==> config.mk <==
export PLATFORM = sky130hd
export DESIGN_NAME = layer3_input_sequencer_flat
export DESIGN_NICKNAME = d
export VERILOG_FILES = /design/src/rtl/gan_fixed_pkg.sv /design/src/rtl/layer3_input_sequencer_if.sv /design/src/rtl/layer3_vector_packer.sv /design/src/rtl/layer3_input_sequencer.sv /design/src/flat_wrapper.sv
export SDC_FILE = /design/constraint.sdc
export NUM_CORES = 1
export LEC_CHECK = 0
export BUFFER_PORTS_ARGS = -buffer_cell sky130_fd_sc_hd__buf_4
export CAP_MARGIN = 20
export CORE_AREA = 3 3 218 220
export CTS_BUF_LIST = sky130_fd_sc_hd__clkbuf_16
export DETAILED_ROUTE_END_ITERATION = 16
export DIE_AREA = 0 0 221 223
export GPL_ROUTABILITY_DRIVEN = 1
export PLACE_DENSITY_LB_ADDON = 0.3
export SLEW_MARGIN = 20
export SYNTH_ARGS = -nofsm -noshare
export SYNTH_HDL_FRONTEND = slang
export SYNTH_SLANG_ARGS = --single-unit
==> constraint.sdc <==
create_clock -name clk -period 4.2 [get_ports clk]
set_input_delay 0.84 -clock clk [delete_from_list [all_inputs] [get_ports clk]]
set_output_delay 0.84 -clock clk [all_outputs]
set_load 0.03 [all_outputs]
==> src/rtl/gan_fixed_pkg.sv <==
// Shared Q8.8 constants and sequencer state encoding for the discriminator datapath.
package gan_fixed_pkg;

  localparam int Q88_WIDTH     = 16;
  localparam int L3_NUM_INPUTS = 32;

  typedef enum logic [1:0] {
    SEQ_FILL,
    SEQ_FIRE,
    SEQ_WAIT,
    SEQ_HOLD
  } seq_state_e;

endpackage

==> src/rtl/layer3_input_sequencer_if.sv <==
// Stream-in, layer-side and result-out signals of the layer-3 input sequencer.
interface layer3_input_sequencer_if
  import gan_fixed_pkg::*;
#(
  parameter int NUM_INPUTS = L3_NUM_INPUTS,
  parameter int DATA_WIDTH = Q88_WIDTH
);

  logic                             in_valid;
  logic                             in_ready;
  logic [DATA_WIDTH-1:0]            in_data;
  logic [NUM_INPUTS*DATA_WIDTH-1:0] flat_input_flat;
  logic                             layer_start;
  logic                             layer_done;
  logic [DATA_WIDTH-1:0]            layer_score;
  logic                             layer_decision;
  logic                             res_valid;
  logic                             res_ready;
  logic [DATA_WIDTH-1:0]            res_score;
  logic                             res_decision;
  logic                             res_timeout;
  logic                             busy;

  // master is the sequencer itself; slave is the surrounding datapath
  modport master (
    input  in_valid, in_data, layer_done, layer_score, layer_decision, res_ready,
    output in_ready, flat_input_flat, layer_start, res_valid, res_score,
           res_decision, res_timeout, busy
  );

  modport slave (
    output in_valid, in_data, layer_done, layer_score, layer_decision, res_ready,
    input  in_ready, flat_input_flat, layer_start, res_valid, res_score,
           res_decision, res_timeout, busy
  );

endinterface

==> src/rtl/layer3_vector_packer.sv <==
// Slot register array that collects serial elements and presents them as one flat bus.
module layer3_vector_packer
  import gan_fixed_pkg::*;
#(
  parameter int NUM_INPUTS = L3_NUM_INPUTS,
  parameter int DATA_WIDTH = Q88_WIDTH
) (
  input  logic                             clk,
  input  logic                             rst,
  input  logic                             wr_en,
  input  logic                             clear,
  input  logic [DATA_WIDTH-1:0]            wr_data,
  output logic                             last_write,
  output logic [NUM_INPUTS*DATA_WIDTH-1:0] flat
);

  localparam int IW = $clog2(NUM_INPUTS);
  localparam logic [IW-1:0] LAST_IDX = IW'(NUM_INPUTS - 1);

  logic [IW-1:0]         wr_idx;
  logic [DATA_WIDTH-1:0] slots [NUM_INPUTS];

  assign last_write = wr_en && (wr_idx == LAST_IDX);

  // The index parks on the last slot after the final write; only clear rewinds it.
  always_ff @(posedge clk) begin
    if (rst) begin
      wr_idx <= '0;
      for (int i = 0; i < NUM_INPUTS; i++) begin
        slots[i] <= '0;
      end
    end else begin
      if (wr_en) begin
        slots[wr_idx] <= wr_data;
      end
      if (clear) begin
        wr_idx <= '0;
      end else if (wr_en && (wr_idx != LAST_IDX)) begin
        wr_idx <= wr_idx + 1'b1;
      end
    end
  end

  always_comb begin
    flat = '0;
    for (int i = 0; i < NUM_INPUTS; i++) begin
      flat[i*DATA_WIDTH +: DATA_WIDTH] = slots[i];
    end
  end

endmodule

==> src/rtl/layer3_input_sequencer.sv <==
// Initiator for the final discriminator layer: packs a vector, fires the layer, returns its result.
module layer3_input_sequencer
  import gan_fixed_pkg::*;
#(
  parameter int NUM_INPUTS     = L3_NUM_INPUTS,
  parameter int DATA_WIDTH     = Q88_WIDTH,
  parameter int TIMEOUT_CYCLES = 1024
) (
  input logic                      clk,
  input logic                      rst,
  layer3_input_sequencer_if.master bus
);

  localparam int TW = $clog2(TIMEOUT_CYCLES);
  localparam logic [TW-1:0] TIMER_LAST = TW'(TIMEOUT_CYCLES - 1);

  seq_state_e                       state;
  logic [TW-1:0]                    timer;
  logic                             wr_en;
  logic                             clear;
  logic                             fill_last;
  logic [NUM_INPUTS*DATA_WIDTH-1:0] flat;
  logic                             in_ready_q;
  logic                             layer_start_q;
  logic                             res_valid_q;
  logic [DATA_WIDTH-1:0]            res_score_q;
  logic                             res_decision_q;
  logic                             res_timeout_q;
  logic                             busy_q;

  assign wr_en = bus.in_valid && in_ready_q;
  assign clear = (state == SEQ_HOLD) && res_valid_q && bus.res_ready;

  layer3_vector_packer #(
    .NUM_INPUTS (NUM_INPUTS),
    .DATA_WIDTH (DATA_WIDTH)
  ) u_packer (
    .clk        (clk),
    .rst        (rst),
    .wr_en      (wr_en),
    .clear      (clear),
    .wr_data    (bus.in_data),
    .last_write (fill_last),
    .flat       (flat)
  );

  // Timer value 0 marks the guard cycle, so a done level left over from a previous run is never taken.
  always_ff @(posedge clk) begin
    if (rst) begin
      state          <= SEQ_FILL;
      timer          <= '0;
      in_ready_q     <= 1'b1;
      layer_start_q  <= 1'b0;
      res_valid_q    <= 1'b0;
      res_score_q    <= '0;
      res_decision_q <= 1'b0;
      res_timeout_q  <= 1'b0;
      busy_q         <= 1'b0;
    end else begin
      layer_start_q <= 1'b0;
      case (state)
        SEQ_FILL: begin
          if (fill_last) begin
            state         <= SEQ_FIRE;
            in_ready_q    <= 1'b0;
            busy_q        <= 1'b1;
            layer_start_q <= 1'b1;
          end
        end
        SEQ_FIRE: begin
          state <= SEQ_WAIT;
          timer <= '0;
        end
        SEQ_WAIT: begin
          timer <= timer + 1'b1;
          if ((timer != '0) && bus.layer_done) begin
            state          <= SEQ_HOLD;
            res_valid_q    <= 1'b1;
            res_score_q    <= bus.layer_score;
            res_decision_q <= bus.layer_decision;
            res_timeout_q  <= 1'b0;
          end else if (timer == TIMER_LAST) begin
            state          <= SEQ_HOLD;
            res_valid_q    <= 1'b1;
            res_score_q    <= '0;
            res_decision_q <= 1'b0;
            res_timeout_q  <= 1'b1;
          end
        end
        SEQ_HOLD: begin
          if (bus.res_ready) begin
            state       <= SEQ_FILL;
            res_valid_q <= 1'b0;
            in_ready_q  <= 1'b1;
            busy_q      <= 1'b0;
          end
        end
        default: begin
          state <= SEQ_FILL;
        end
      endcase
    end
  end

  assign bus.in_ready        = in_ready_q;
  assign bus.flat_input_flat = flat;
  assign bus.layer_start     = layer_start_q;
  assign bus.res_valid       = res_valid_q;
  assign bus.res_score       = res_score_q;
  assign bus.res_decision    = res_decision_q;
  assign bus.res_timeout     = res_timeout_q;
  assign bus.busy            = busy_q;

endmodule
==> src/flat_wrapper.sv <==
// flat-port wrapper written by rule: the top's interface ports become plain ports
module layer3_input_sequencer_flat import gan_fixed_pkg::*;
#(
  parameter int NUM_INPUTS     = L3_NUM_INPUTS,
  parameter int DATA_WIDTH     = Q88_WIDTH,
  parameter int TIMEOUT_CYCLES = 1024
)
  (clk, rst, bus_in_valid, bus_in_data, bus_layer_done, bus_layer_score, bus_layer_decision, bus_res_ready, bus_in_ready, bus_flat_input_flat, bus_layer_start, bus_res_valid, bus_res_score, bus_res_decision, bus_res_timeout, bus_busy);
  layer3_input_sequencer_if #(.NUM_INPUTS(NUM_INPUTS), .DATA_WIDTH(DATA_WIDTH)) bus_i ();
  input logic clk;
  input logic rst;
  input wire logic [$bits(bus_i.in_valid)-1:0] bus_in_valid;
  input wire logic [$bits(bus_i.in_data)-1:0] bus_in_data;
  input wire logic [$bits(bus_i.layer_done)-1:0] bus_layer_done;
  input wire logic [$bits(bus_i.layer_score)-1:0] bus_layer_score;
  input wire logic [$bits(bus_i.layer_decision)-1:0] bus_layer_decision;
  input wire logic [$bits(bus_i.res_ready)-1:0] bus_res_ready;
  output wire logic [$bits(bus_i.in_ready)-1:0] bus_in_ready;
  output wire logic [$bits(bus_i.flat_input_flat)-1:0] bus_flat_input_flat;
  output wire logic [$bits(bus_i.layer_start)-1:0] bus_layer_start;
  output wire logic [$bits(bus_i.res_valid)-1:0] bus_res_valid;
  output wire logic [$bits(bus_i.res_score)-1:0] bus_res_score;
  output wire logic [$bits(bus_i.res_decision)-1:0] bus_res_decision;
  output wire logic [$bits(bus_i.res_timeout)-1:0] bus_res_timeout;
  output wire logic [$bits(bus_i.busy)-1:0] bus_busy;
  assign bus_i.in_valid = bus_in_valid;
  assign bus_i.in_data = bus_in_data;
  assign bus_i.layer_done = bus_layer_done;
  assign bus_i.layer_score = bus_layer_score;
  assign bus_i.layer_decision = bus_layer_decision;
  assign bus_i.res_ready = bus_res_ready;
  assign bus_in_ready = bus_i.in_ready;
  assign bus_flat_input_flat = bus_i.flat_input_flat;
  assign bus_layer_start = bus_i.layer_start;
  assign bus_res_valid = bus_i.res_valid;
  assign bus_res_score = bus_i.res_score;
  assign bus_res_decision = bus_i.res_decision;
  assign bus_res_timeout = bus_i.res_timeout;
  assign bus_busy = bus_i.busy;
  layer3_input_sequencer #(.NUM_INPUTS(NUM_INPUTS), .DATA_WIDTH(DATA_WIDTH), .TIMEOUT_CYCLES(TIMEOUT_CYCLES)) u_core (.clk(clk), .rst(rst), .bus(bus_i));
endmodule
After elaboration in Yosys (flattened, before gate mapping)
Memories as Yosys holds them, arrays and structs flattened.
Index checks and enable logic that the tools add are counted.
{ "totals": {"latchBits": 0, "n_memories": 1, "elab_cells": 71, "regBits": 39, "rom_bits": 0, "input_bits": 38, "ramBits": 512} }
{ "classes": {"n_reduce_logical": 19, "n_mul": 0, "n_shift": 0, "bitwise": 1, "add_sub_neg": 2, "div_mod_pow": 0, "n_mux": 29, "n_eq_ne": 9, "magnitude_cmp": 0} }
{ "mem_list": {"columns": ["name", "depth", "word_bits", "read_ports", "rd_ports_with_merged_regs", "write_ports", "line_no", "source"], "rows": [
  ["u_core.u_packer.slots", 32, 16, 32, 0, 32, "layer3_vector_packer.sv:21", "logic [DATA_WIDTH-1:0] slots [NUM_INPUTS];"]
]} }
{ "op_table": {"columns": ["op", "count"], "rows": [
  ["$mux 16", 3],
  ["$pmux 10 s2", 1],
  ["$mux 1", 16],
  ["$reduce_or 16->1", 1],
  ["$add 10x1->10 const B", 1],
  ["$eq 10x10->1 const B", 1],
  ["$reduce_bool 10->1", 1],
  ["$reduce_and 3->1", 3],
  ["$mux 2", 4],
  ["$pmux 2 s4", 1],
  ["$reduce_bool 2->1", 4],
  ["$logic_and 1x1->1", 6],
  ["$pmux 1 s2", 3],
  ["$add 5x1->5 const B", 1],
  ["$eq 5x5->1 const B", 1],
  ["$mux 5", 1],
  ["$ne 5x5->1 const B", 1],
  ["$eq 2x2->1 const B", 2],
  ["$reduce_or 2->1", 2],
  ["$ne 3x1->1 const B", 1],
  ["$eq 2x1->1 const B", 1],
  ["$logic_not 2->1", 1],
  ["$ne 2x1->1 const B", 1],
  ["$ne 2x2->1 const B", 1],
  ["2 further kinds", 2]
]} }

Logic depth before layout (Yosys ltp)
{ "logic_depth": {"ltp_word": 6, "depth_mapped": 8, "depth_no_buf": 7} }

By module
A second synthesis with hierarchy kept.
{ "unflattened": {"cells_unflattened": 1360, "hier_area_um2": 21459.3} }
{ "modules_own_cells": {"columns": ["module", "area_each_um2", "n_inst", "cells_per_inst"], "rows": [
  ["layer3_vector_packer", 20001.7, 1, 1222],
  ["layer3_input_sequencer", 1457.6, 1, 138]
]} }

Worst setup path after synthesis
Ideal clock, no wire load.
{ "synth_path": {"path_kind": "input to register", "start": "input port rst", "end": "memory u_core.u_packer.slots[23][0] (netlist name), enable pin", "path_slack_ns": 0.934, "t_required_ns": 3.789, "cell_stages": 5, "t_arrival_ns": 2.855, "cell_sequence": "buf_6 -> and3b_4 -> nand2_8 -> buf_12 -> o21ai_0"} }
{ "synth_rtl": {"columns": ["element", "line_no", "source"], "rows": [
  ["start: declaration", "flat_wrapper.sv:11", "input logic rst;"],
  ["end: declaration", "layer3_vector_packer.sv:21", null]
]} }

==> results.sh <==
export IMPL_outcome="finished clean"
export IMPL_swShare_pct=24.00
export IMPL_grt_pass1_wl_mm=90.13
export IMPL_synth_top_cell_by_area="edfxtp_1"
export IMPL_clock_sinks=551
export IMPL_netlist_top_cells_count="512 x edfxtp_1, 507 x and2_1, 58 x clkbuf_1"
export IMPL_whs_endpoint="u_core.bus.res_score[3]"
export IMPL_hold_violations=0
export IMPL_wirelength_mm=62.76
export IMPL_rows=78
export IMPL_reg2regPathDepth=2
export IMPL_reg2reg_slack_ps=1670
export IMPL_ys_ff_latch=551
export IMPL_start_kind="register"
export IMPL_slew_viol_final=0
export IMPL_fmax_mhz=395.7
export IMPL_hpwlAfterDp_mm=40.53
export IMPL_yosysWarningCount=0
export IMPL_synth_seq_area_share_pct=75.06
export IMPL_yosys_area_share_simple_pct=18.75
export IMPL_drive_above_1_share_pct=37.30
export IMPL_clk_latency_ps=600
export IMPL_synth_top_area_share_pct=71.43
export IMPL_syn2layout_area_growth_pct=30.00
export IMPL_clkTransAtPathRegs_ps=60
export IMPL_synthFlopType="edfxtp_1"
export IMPL_die_area_um2=49280
export IMPL_seqPwrFrac_pct=51.8
export IMPL_drc=0
export IMPL_cts_tree="yes"
export IMPL_cts_resized=0
export IMPL_num_nets_final=1969
export IMPL_cts_hold_repair_buffers=0
export IMPL_fin_crit_sh_pct=60.16
export IMPL_maxCapViolCount=0
export IMPL_synth_compound_area_share_pct=2.325
export IMPL_yosys_area_share_adder_pct=0.6395
export IMPL_synth_top_family_by_area="simple AND/OR/NAND/NOR gates"
export IMPL_synth_edf_count=512
export IMPL_synth_cells=1367
export IMPL_cts_root_buf="clkbuf_16"
export IMPL_fin_crit_ps=2527
export IMPL_grt_max_degree=56
export IMPL_cp_startpoint="u_core.u_packer.wr_idx[2]"
export IMPL_rsz0062_at_grt="false"
export IMPL_die_w_um=221
export IMPL_nFillCells=3386
export IMPL_portBuffers=571
export IMPL_grt_pass1_vias=13120
export IMPL_critical_path_arrival_ps=2750
export IMPL_worst_path_largest_cell_delay_ps=750
export IMPL_setup_viol=0
export IMPL_synth_mux_area_fraction_pct=0.1395
export IMPL_synthesis_area_um2=21520
export IMPL_p_clk_share_pct=39.0
export IMPL_vias=13150
export IMPL_ys_types=55
export IMPL_cp_data_required_time_ps=4420
export IMPL_dieHeight_um=223
export IMPL_vdd_drop_max_mv=0.4550
export IMPL_place_congestion=0.8064
export IMPL_crit_buf_inv=0
export IMPL_p_leak_nw=11.70
export IMPL_p_per_area_nw_per_um2=431.3
export IMPL_fin_worst_skew_ps=17.46
export IMPL_tns_ps=0
export IMPL_worstReg2RegStart="u_core.u_packer.wr_idx[2]"
export IMPL_antenna_left=0
export IMPL_drtPass1Iterations=5
export IMPL_switchingPower_mw=2.897
export IMPL_cts_buffers=54
export IMPL_drt_iter0_markers=1232
export IMPL_cp_max_fo=16
export IMPL_yosys_top_cells_area="edfxtp_1 71%, and2_1 15%, dfxtp_1 3.6%, clkbuf_1 1.0%, nor2_4 0.99%"
export IMPL_r2r_end="u_core.u_packer.slots[7][1]"
export IMPL_final_cells=2565
export IMPL_diodes=0
export IMPL_detail_route_vias_per_cell=5.127
export IMPL_dpl_cell_count=2464
export IMPL_critical_path_class="reg2reg"
export IMPL_crit_chain="or3b_1 > o21ai_2"
export IMPL_cts_htree_levels=2
export IMPL_cts_path_max_buffers=3
export IMPL_tightest_slew_ps=891.6
export IMPL_grt_overflow_total=0
export IMPL_antenna_found_initial=3
export IMPL_avgRoutedWirePerCell_um=24.47
export IMPL_synth_nets=1416
export IMPL_critPathSlowestCell="dfxtp_1"
export IMPL_async_flop_share_pct=0
export IMPL_coreArea_um2=45480
export IMPL_worst_slack_ps=1673
export IMPL_hold_path_class="in2reg"
export IMPL_internal_power_mw=9.172
export IMPL_path_delay_family="flip-flops"
export IMPL_post_place_ws_ps=1424
export IMPL_synth_most_common_cell="edfxtp_1"
export IMPL_synth_xor_area_share_pct=0.3662
export IMPL_hold_depth=2
export IMPL_endpoint_kind="register"
export IMPL_grt_usage_pct=24.87
export IMPL_start_util_pct=47.33
export IMPL_cts_setup_buffers=0
export IMPL_holdCritStartpoint="bus_layer_score[3]"
export IMPL_synth_area_per_cell_um2=15.74
export IMPL_relSlewSlack_pct=40.34
export IMPL_ios=572
export IMPL_power_frac_comb_pct=9.2
## cells in the final DEF, fill, tap and decap left out, types with 7 or more instances in the layout
cell and count:
buf_4 601, edfxtp_1 512, and2_1 507, clkbuf_16 57, dfxtp_1 39, o21ai_1 29
inv_1 20, nor2_4 19, nor2_1 19, a32o_1 17, clkinv_1 16, ha_1 11
clkinv_2 11, nand2_1 9, a21oi_1 8, xor2_1 7
## kinds of logic (layout without fill, tap and decap cells)
group                    Yosys count  count (layout)
AO/OA/AOI/OAI                     71              71
XOR/XNOR                           9               9
adder cells (fa/ha/maj)           11              11
buffers and inverters            115             713
flip-flops                       551             551
multiplexers                       3               3
AND/OR/NAND/NOR                  607             607
## worst reg2reg max path, cell delays in order, from the launching register on
cell	delay, ps
dfxtp_1	750
or3b_1	660
o21ai_2	730
## through the flow
step                      util, %  cell area, µm²  power (mW)  hold WS [ps]
after global routing        61.52           27980       12.42         433.7
after floorplan                 -           21520       6.958         468.7
final                       61.52           27980       12.07         456.6
after detailed placement    57.73           26250       7.488         487.0
after CTS                   61.52           27980       12.14         429.4
after global placement      57.73           26250       7.477         480.2
## layout make-up
class                           instances  area, µm²  share of cell area (%)
Multi-Input combinational cell        701       4795                   17.14
Timing Repair Buffer                  601       4512                   16.12
Sequential cell                       551      16160                   57.74
Clock buffer                           57       1426                   5.098
Tap cell                              600      750.7                   2.683
Inverter                               11      41.29                  0.1476
Clock inverter                         44      300.3                   1.073
## power by group through the flow
stage	clock (mW)	sequential (mW)	combinational, mW
floorplan	0	6.75	0.206
global placement	0	6.36	1.11
global route	5.00	6.26	1.16
finish	4.70	6.25	1.12
detailed placement	0	6.37	1.12
CTS	4.77	6.25	1.12
## sequential cells by signal, summed over array words and instances, names as in the netlist
| register | flops |
|---|---|
| u_core.bus.busy | 1 |
| u_core.bus.res_decision | 1 |
| u_core.timer | 10 |
| u_core.u_packer.wr_idx | 5 |
| u_core.bus.res_score | 16 |
| u_core.state | 2 |
| u_core.bus.res_valid | 1 |
| u_core.bus.in_ready | 1 |
| u_core.bus.layer_start | 1 |
| u_core.bus.res_timeout | 1 |
| u_core.u_packer.slots | 512 |
## worst max-delay path by stage
stage | end | cells past startpoint
2_1_floorplan | u_core.u_packer.slots[23][0] | 5
3_3_place_gp | u_core.u_packer.slots[7][10] | 4
3_5_place_dp | u_core.u_packer.slots[7][10] | 4
4_1_cts | u_core.u_packer.slots[7][10] | 2
5_1_grt | u_core.u_packer.slots[7][13] | 2
6_report | u_core.u_packer.slots[7][1] | 2
## routing by layer
layer	wire length, µm	GRT usage (%)
met3	5721	7.697
met2	31510	41.96
met1	23480	30.70
met4	2044	8.288
met5	0	0
(Power assumes the default switching activity.)
